==> src/rtl/regfile_clear_if.sv <==
// regfile_clear_if: read/write bus between the RV32I core and its register file.
// The core (master) drives the addresses and writeback data. The register file
// (slave) returns both operands and the ready flag.
interface regfile_clear_if #(
  parameter int XLEN = 32
);
  logic [4:0]      i_rs1Addr;
  logic [4:0]      i_rs2Addr;
  logic [XLEN-1:0] o_rs1Data;
  logic [XLEN-1:0] o_rs2Data;
  logic [4:0]      i_rdAddr;
  logic [XLEN-1:0] i_rdData;
  logic            i_rdWriteEnable;
  logic            o_ready;

  modport master (
    output i_rs1Addr, i_rs2Addr, i_rdAddr, i_rdData, i_rdWriteEnable,
    input  o_rs1Data, o_rs2Data, o_ready
  );

  modport slave (
    input  i_rs1Addr, i_rs2Addr, i_rdAddr, i_rdData, i_rdWriteEnable,
    output o_rs1Data, o_rs2Data, o_ready
  );
endinterface

==> src/rtl/regfile_clear.sv <==
// regfile_clear: 32 x XLEN integer register file with a post-reset clear engine.
// After reset, x1..x31 are zeroed one per cycle. o_ready stays low until that finishes.
// Optional macro REGFILE_BYPASS_EN: a same-cycle write is forwarded to a matching
// read port. Without it, a read returns the pre-write contents.
module regfile_clear #(
  parameter int XLEN           = 32,
  parameter bit CLEAR_ON_RESET = 1'b1
) (
  input  logic           i_clk,
  input  logic           i_rst,
  regfile_clear_if.slave rf
);

  typedef enum logic {
    S_CLEAR = 1'b0,
    S_READY = 1'b1
  } state_t;

  state_t          state_q, state_d;
  logic [4:0]      idx_q, idx_d;
  logic            ready_q, ready_d;

  // x0 has no storage; it is synthesised as a constant zero on the read side.
  logic [XLEN-1:0] regs_q [31:1];
  logic [XLEN-1:0] regs_d [31:1];

  logic            wr_en;
  logic            rd_ok;

  // User writes are accepted only once the file is declared usable. Reset on the
  // same edge always wins.
  assign wr_en = ready_q && !i_rst && rf.i_rdWriteEnable && (rf.i_rdAddr != 5'd0);

  // Reads return a defined zero while clearing or under reset, so no X reaches the ALU.
  assign rd_ok = ready_q && !i_rst;

  // Next-state logic for the clear engine and the ready flag.
  always_comb begin
    state_d = state_q;
    idx_d   = idx_q;
    case (state_q)
      S_CLEAR: begin
        idx_d = idx_q + 5'd1;
        if (idx_q == 5'd31) state_d = S_READY;
      end
      S_READY: ;
      default: state_d = S_CLEAR;
    endcase
    // ready follows the state the FSM is about to enter. With the clear engine
    // disabled, it therefore rises on the first edge after reset deasserts.
    ready_d = (state_d == S_READY);
  end

  // Control registers, synchronous active-high reset.
  always_ff @(posedge i_clk) begin
    if (i_rst) begin
      state_q <= CLEAR_ON_RESET ? S_CLEAR : S_READY;
      idx_q   <= 5'd1;
      ready_q <= 1'b0;
    end else begin
      state_q <= state_d;
      idx_q   <= idx_d;
      ready_q <= ready_d;
    end
  end

  // Next contents of the array: a clear write while clearing, otherwise the user write.
  always_comb begin
    regs_d = regs_q;
    if (state_q == S_CLEAR) begin
      if (idx_q != 5'd0) regs_d[idx_q] = '0;
    end else if (wr_en) begin
      regs_d[rf.i_rdAddr] = rf.i_rdData;
    end
  end

  // Storage array. It has no reset; the clear engine defines the contents.
  always_ff @(posedge i_clk) begin
    if (!i_rst) regs_q <= regs_d;
  end

  // Read port 1, to ALU operand A.
  always_comb begin
    rf.o_rs1Data = '0;
    if (rd_ok && rf.i_rs1Addr != 5'd0) begin
      rf.o_rs1Data = regs_q[rf.i_rs1Addr];
`ifdef REGFILE_BYPASS_EN
      if (wr_en && rf.i_rdAddr == rf.i_rs1Addr) rf.o_rs1Data = rf.i_rdData;
`endif
    end
  end

  // Read port 2, to the ALU operand B mux.
  always_comb begin
    rf.o_rs2Data = '0;
    if (rd_ok && rf.i_rs2Addr != 5'd0) begin
      rf.o_rs2Data = regs_q[rf.i_rs2Addr];
`ifdef REGFILE_BYPASS_EN
      if (wr_en && rf.i_rdAddr == rf.i_rs2Addr) rf.o_rs2Data = rf.i_rdData;
`endif
    end
  end

  assign rf.o_ready = ready_q;

endmodule

==> src/flat_wrapper.sv <==
// flat-port wrapper written by rule: the top's interface ports become plain ports
module regfile_clear_flat 
#(
  parameter int XLEN           = 32,
  parameter bit CLEAR_ON_RESET = 1'b1
)
  (i_clk, i_rst, rf_i_rs1Addr, rf_i_rs2Addr, rf_i_rdAddr, rf_i_rdData, rf_i_rdWriteEnable, rf_o_rs1Data, rf_o_rs2Data, rf_o_ready);
  regfile_clear_if #(.XLEN(XLEN)) rf_i ();
  input  logic i_clk;
  input  logic i_rst;
  input wire logic [$bits(rf_i.i_rs1Addr)-1:0] rf_i_rs1Addr;
  input wire logic [$bits(rf_i.i_rs2Addr)-1:0] rf_i_rs2Addr;
  input wire logic [$bits(rf_i.i_rdAddr)-1:0] rf_i_rdAddr;
  input wire logic [$bits(rf_i.i_rdData)-1:0] rf_i_rdData;
  input wire logic [$bits(rf_i.i_rdWriteEnable)-1:0] rf_i_rdWriteEnable;
  output wire logic [$bits(rf_i.o_rs1Data)-1:0] rf_o_rs1Data;
  output wire logic [$bits(rf_i.o_rs2Data)-1:0] rf_o_rs2Data;
  output wire logic [$bits(rf_i.o_ready)-1:0] rf_o_ready;
  assign rf_i.i_rs1Addr = rf_i_rs1Addr;
  assign rf_i.i_rs2Addr = rf_i_rs2Addr;
  assign rf_i.i_rdAddr = rf_i_rdAddr;
  assign rf_i.i_rdData = rf_i_rdData;
  assign rf_i.i_rdWriteEnable = rf_i_rdWriteEnable;
  assign rf_o_rs1Data = rf_i.o_rs1Data;
  assign rf_o_rs2Data = rf_i.o_rs2Data;
  assign rf_o_ready = rf_i.o_ready;
  regfile_clear #(.XLEN(XLEN), .CLEAR_ON_RESET(CLEAR_ON_RESET)) u_core (.i_clk(i_clk), .i_rst(i_rst), .rf(rf_i));
endmodule
==> config.mk <==
export PLATFORM = sky130hd
export DESIGN_NAME = regfile_clear_flat
export DESIGN_NICKNAME = d
export VERILOG_FILES = /design/src/rtl/regfile_clear_if.sv /design/src/rtl/regfile_clear.sv /design/src/flat_wrapper.sv
export SDC_FILE = /design/constraint.sdc
export NUM_CORES = 2
export LEC_CHECK = 0
export CAP_MARGIN = 20
export CORE_ASPECT_RATIO = 1.75
export CORE_MARGIN = 1.5
export CORE_UTILIZATION = 50
export CTS_CLUSTER_DIAMETER = 80
export DETAILED_ROUTE_END_ITERATION = 12
export PLACE_DENSITY = 0.66
export SYNTH_ARGS = -nofsm -noshare
export SYNTH_HDL_FRONTEND = slang
export SYNTH_SLANG_ARGS = --single-unit
==> constraint.sdc <==
create_clock -name i_clk -period 4 [get_ports i_clk]
set_input_delay 0.4 -clock i_clk [delete_from_list [all_inputs] [get_ports i_clk]]
set_output_delay 0.4 -clock i_clk [all_outputs]
set_load 0.05 [all_outputs]
==> run metrics <==
worst-path maximum fanout=12; Crit path largest cell delay=approximately 0.69 ns; flops & latches, synth=~1000; delay-heaviest family, CP=compound AO/OA/AOI/OAI gates; final setup vio count=0; vias=about 46k; Sequential Power Share=0.492; min Tclk post-route=3.61 ns; routed vias/inst=between 7 and 8; Initial DRT Pass Iterations=9; Comb pwr share=0.159; Remaining DRCs=0; gr ovfl total=0; P_int=0.0203 W; VDD IR-drop max=0.311 mV; status=completed; hold_ws=around 0.45 ns; worst-margin pin slew=about 1.2 ns; vias in the first global route=44.5k; # H-tree levels=3; most common cell after layout, fill and taps aside=nand2_1; Tcrit/Tclk final=0.902; crit end category=output pin; clk sink count=between 900 and 1k; post-detail-place hpwl=140000 microns; Leakage=about 24 nW; sw frac=0.276; post-cts sizing count=0; fill count=9388; initial DRC count=roughly 7k; Slew headroom=0.200; Mapped Area=approximately 57000 sq um; Syn Nets=~5k; pin count of the biggest net entering global routing=74; Yosys top cell area share=0.518; setup bufs post-CTS=0; worst path buffer plus inverter count=2; port buffer count=approximately 110; Layout area overhead=13.6%; Worst Skew=around 0.015 ns; row cnt=about 160; worst hold path class=primary input to register; Die Span Y=approximately 450 microns; final wirelength=around 210000 microns; Critical Path RT=3.60 ns; Seq/Total Area, Yosys=0.520; Slew Limit Fails=0; final RePlAce weighted congestion=roughly 0.96; Power Dens Cells=~430 nW/um^2; Starting Density=0.504; Unique masters post-synth=between 50 and 60; Clock transition at path regs=0.07 ns; first-pass GRT wire length=305000 microns; setup TNS=0 ns; ys flop type=edfxtp_1; Root Driver=clkbuf_16; Clock power frac=0.349; CTS tree=built; Global Route Usage Sum=0.355; Core Area=approximately 110000 sq um; CTS Hold Bufs=0; synth warn=0; initial antenna violation count=4; Max Freq=277 MHz; RSZ-0062 raised after global routing=false; die area=around 120000 sq um; most frequent cells in the layout=1110 x nand2_1, 992 x edfxtp_1, 906 x o21ai_0; crit start category=register; final net count=5044; DRT antenna net count=0; Die Span X=around 260 microns; number of flops mapped to enable cells by yosys=just under 1k; asr flop ratio synth=0; Final Hold Fails=0; cells after synthesis=roughly 5k; top cells by area, synth=edfxtp_1 52%, mux4_2 12%, o21ai_0 7.9%; Bufs on Longest Clock Path=3; Synth area leader=edfxtp_1; crit path DAT=3.21 ns; IO Pins=~120; critical-path cell list=nor2b_1 -> o211a_1 -> buf_4 -> o31ai_1 -> a222oi_1 -> buf_12; max cap viols=0; Slowest-stage cell, CP=a222oi_1; average wire per standard cell=roughly 32 microns; CTS Buf Count=94; Setup CP Type=register to output pin; insertion delay to the later sink of the worst-skew pair=between 0.7 and 0.8 ns; Finished Cell Area=65300 sq um; Cell Area, Placed=between 60000 and 70000 sq um; syn_area_per_cell=11.4 sq um; layout cells sized above 1=0.193; P_sw=about 0.0077 W
==> layer usage <==
metal	vias up	share of wire	routed length (microns)	global-route usage
li1	19038	-	-	-
met1	22711	0.34	72900	0.433
met2	3520	0.49	103000	0.586
met3	787	0.11	22900	0.0778
met4	6	0.061	12800	0.193
met5	-	0.00020	42	0
==> sequential cells by signal (all words and copies together), names as in the netlist <==
name,count
u_core.regs_q,992
u_core.state_q,1
u_core.idx_q,5
==> path summary, 6_finish.rpt <==
check                        from                 end  slack [ns]  cells after the start
setup / recovery   u_core.state_q    rf_o_rs1Data[14]        0.39                      6
hold / removal              i_rst     u_core.idx_q[1]        0.45                      2
setup reg to reg  u_core.idx_q[0]  u_core.regs_q[243]        0.68                      8
hold reg to reg    u_core.state_q      u_core.state_q        0.56                      2
==> layout make-up <==
type	instances	area [sq um]	share of cell area
clock buffer	118	2480	0.0381
sequential	998	29900	0.458
multi-input combinational	3505	26000	0.398
antenna	2	5.00	0.0000767
inverter	28	108	0.00165
timing repair buffer	362	4190	0.0641
tap	1494	1870	0.0286
clock inverter	57	752	0.0115
==> cell usage after synthesis (27+ instances only) <==
cell type,number
o22ai_1,148
buf_4,40
a221o_1,32
edfxtp_1,992
a31oi_1,48
mux2i_1,375
o21ai_0,906
clkbuf_1,388
nor2_1,44
nand2b_1,41
o21ai_1,89
mux4_2,302
a2111oi_2,32
nand2_1,1113
nor3_1,77
a21oi_1,59
a221oi_1,27
mux2_2,96
buf_2,56
==> power groups by stage <==
stage / clock [W] / sequential [W] / combinational (W)
floorplan: 0 / 0.0136 / 0.00289
global placement: 0 / 0.0139 / 0.00421
detailed placement: 0 / 0.0139 / 0.00430
CTS: 0.00981 / 0.0137 / 0.00432
global route: 0.0101 / 0.0138 / 0.00469
finish: 0.00977 / 0.0138 / 0.00445
==> cell families (layout without fill, tap and decap cells) <==
family / count (synthesis) / in the layout / share of synthesized area
mux: 773 / 773 / 0.202
flops: 998 / 998 / 0.520
compound gates: 1413 / 1413 / 0.142
simple gates: 1311 / 1311 / 0.0911
xor+xnor: 3 / 3 / 0.000457
other cells: 0 / 2 / 0
buf+inv: 548 / 565 / 0.0424
fa+ha+maj: 5 / 5 / 0.00109
==> stage by stage <==
stage / cells / util / total power, W / setup slack [ns]
finish: 6564 / 0.572 / 0.0280 / 0.391
global placement: 6384 / 0.543 / 0.0181 / 0.452
floorplan: 5051 / - / 0.0165 / 0.461
global route: 6563 / 0.572 / 0.0287 / 0.374
CTS: 6559 / 0.571 / 0.0278 / 0.428
detailed placement: 6384 / 0.543 / 0.0182 / 0.431
No activity file was read; power rests on OpenSTA's default activity.
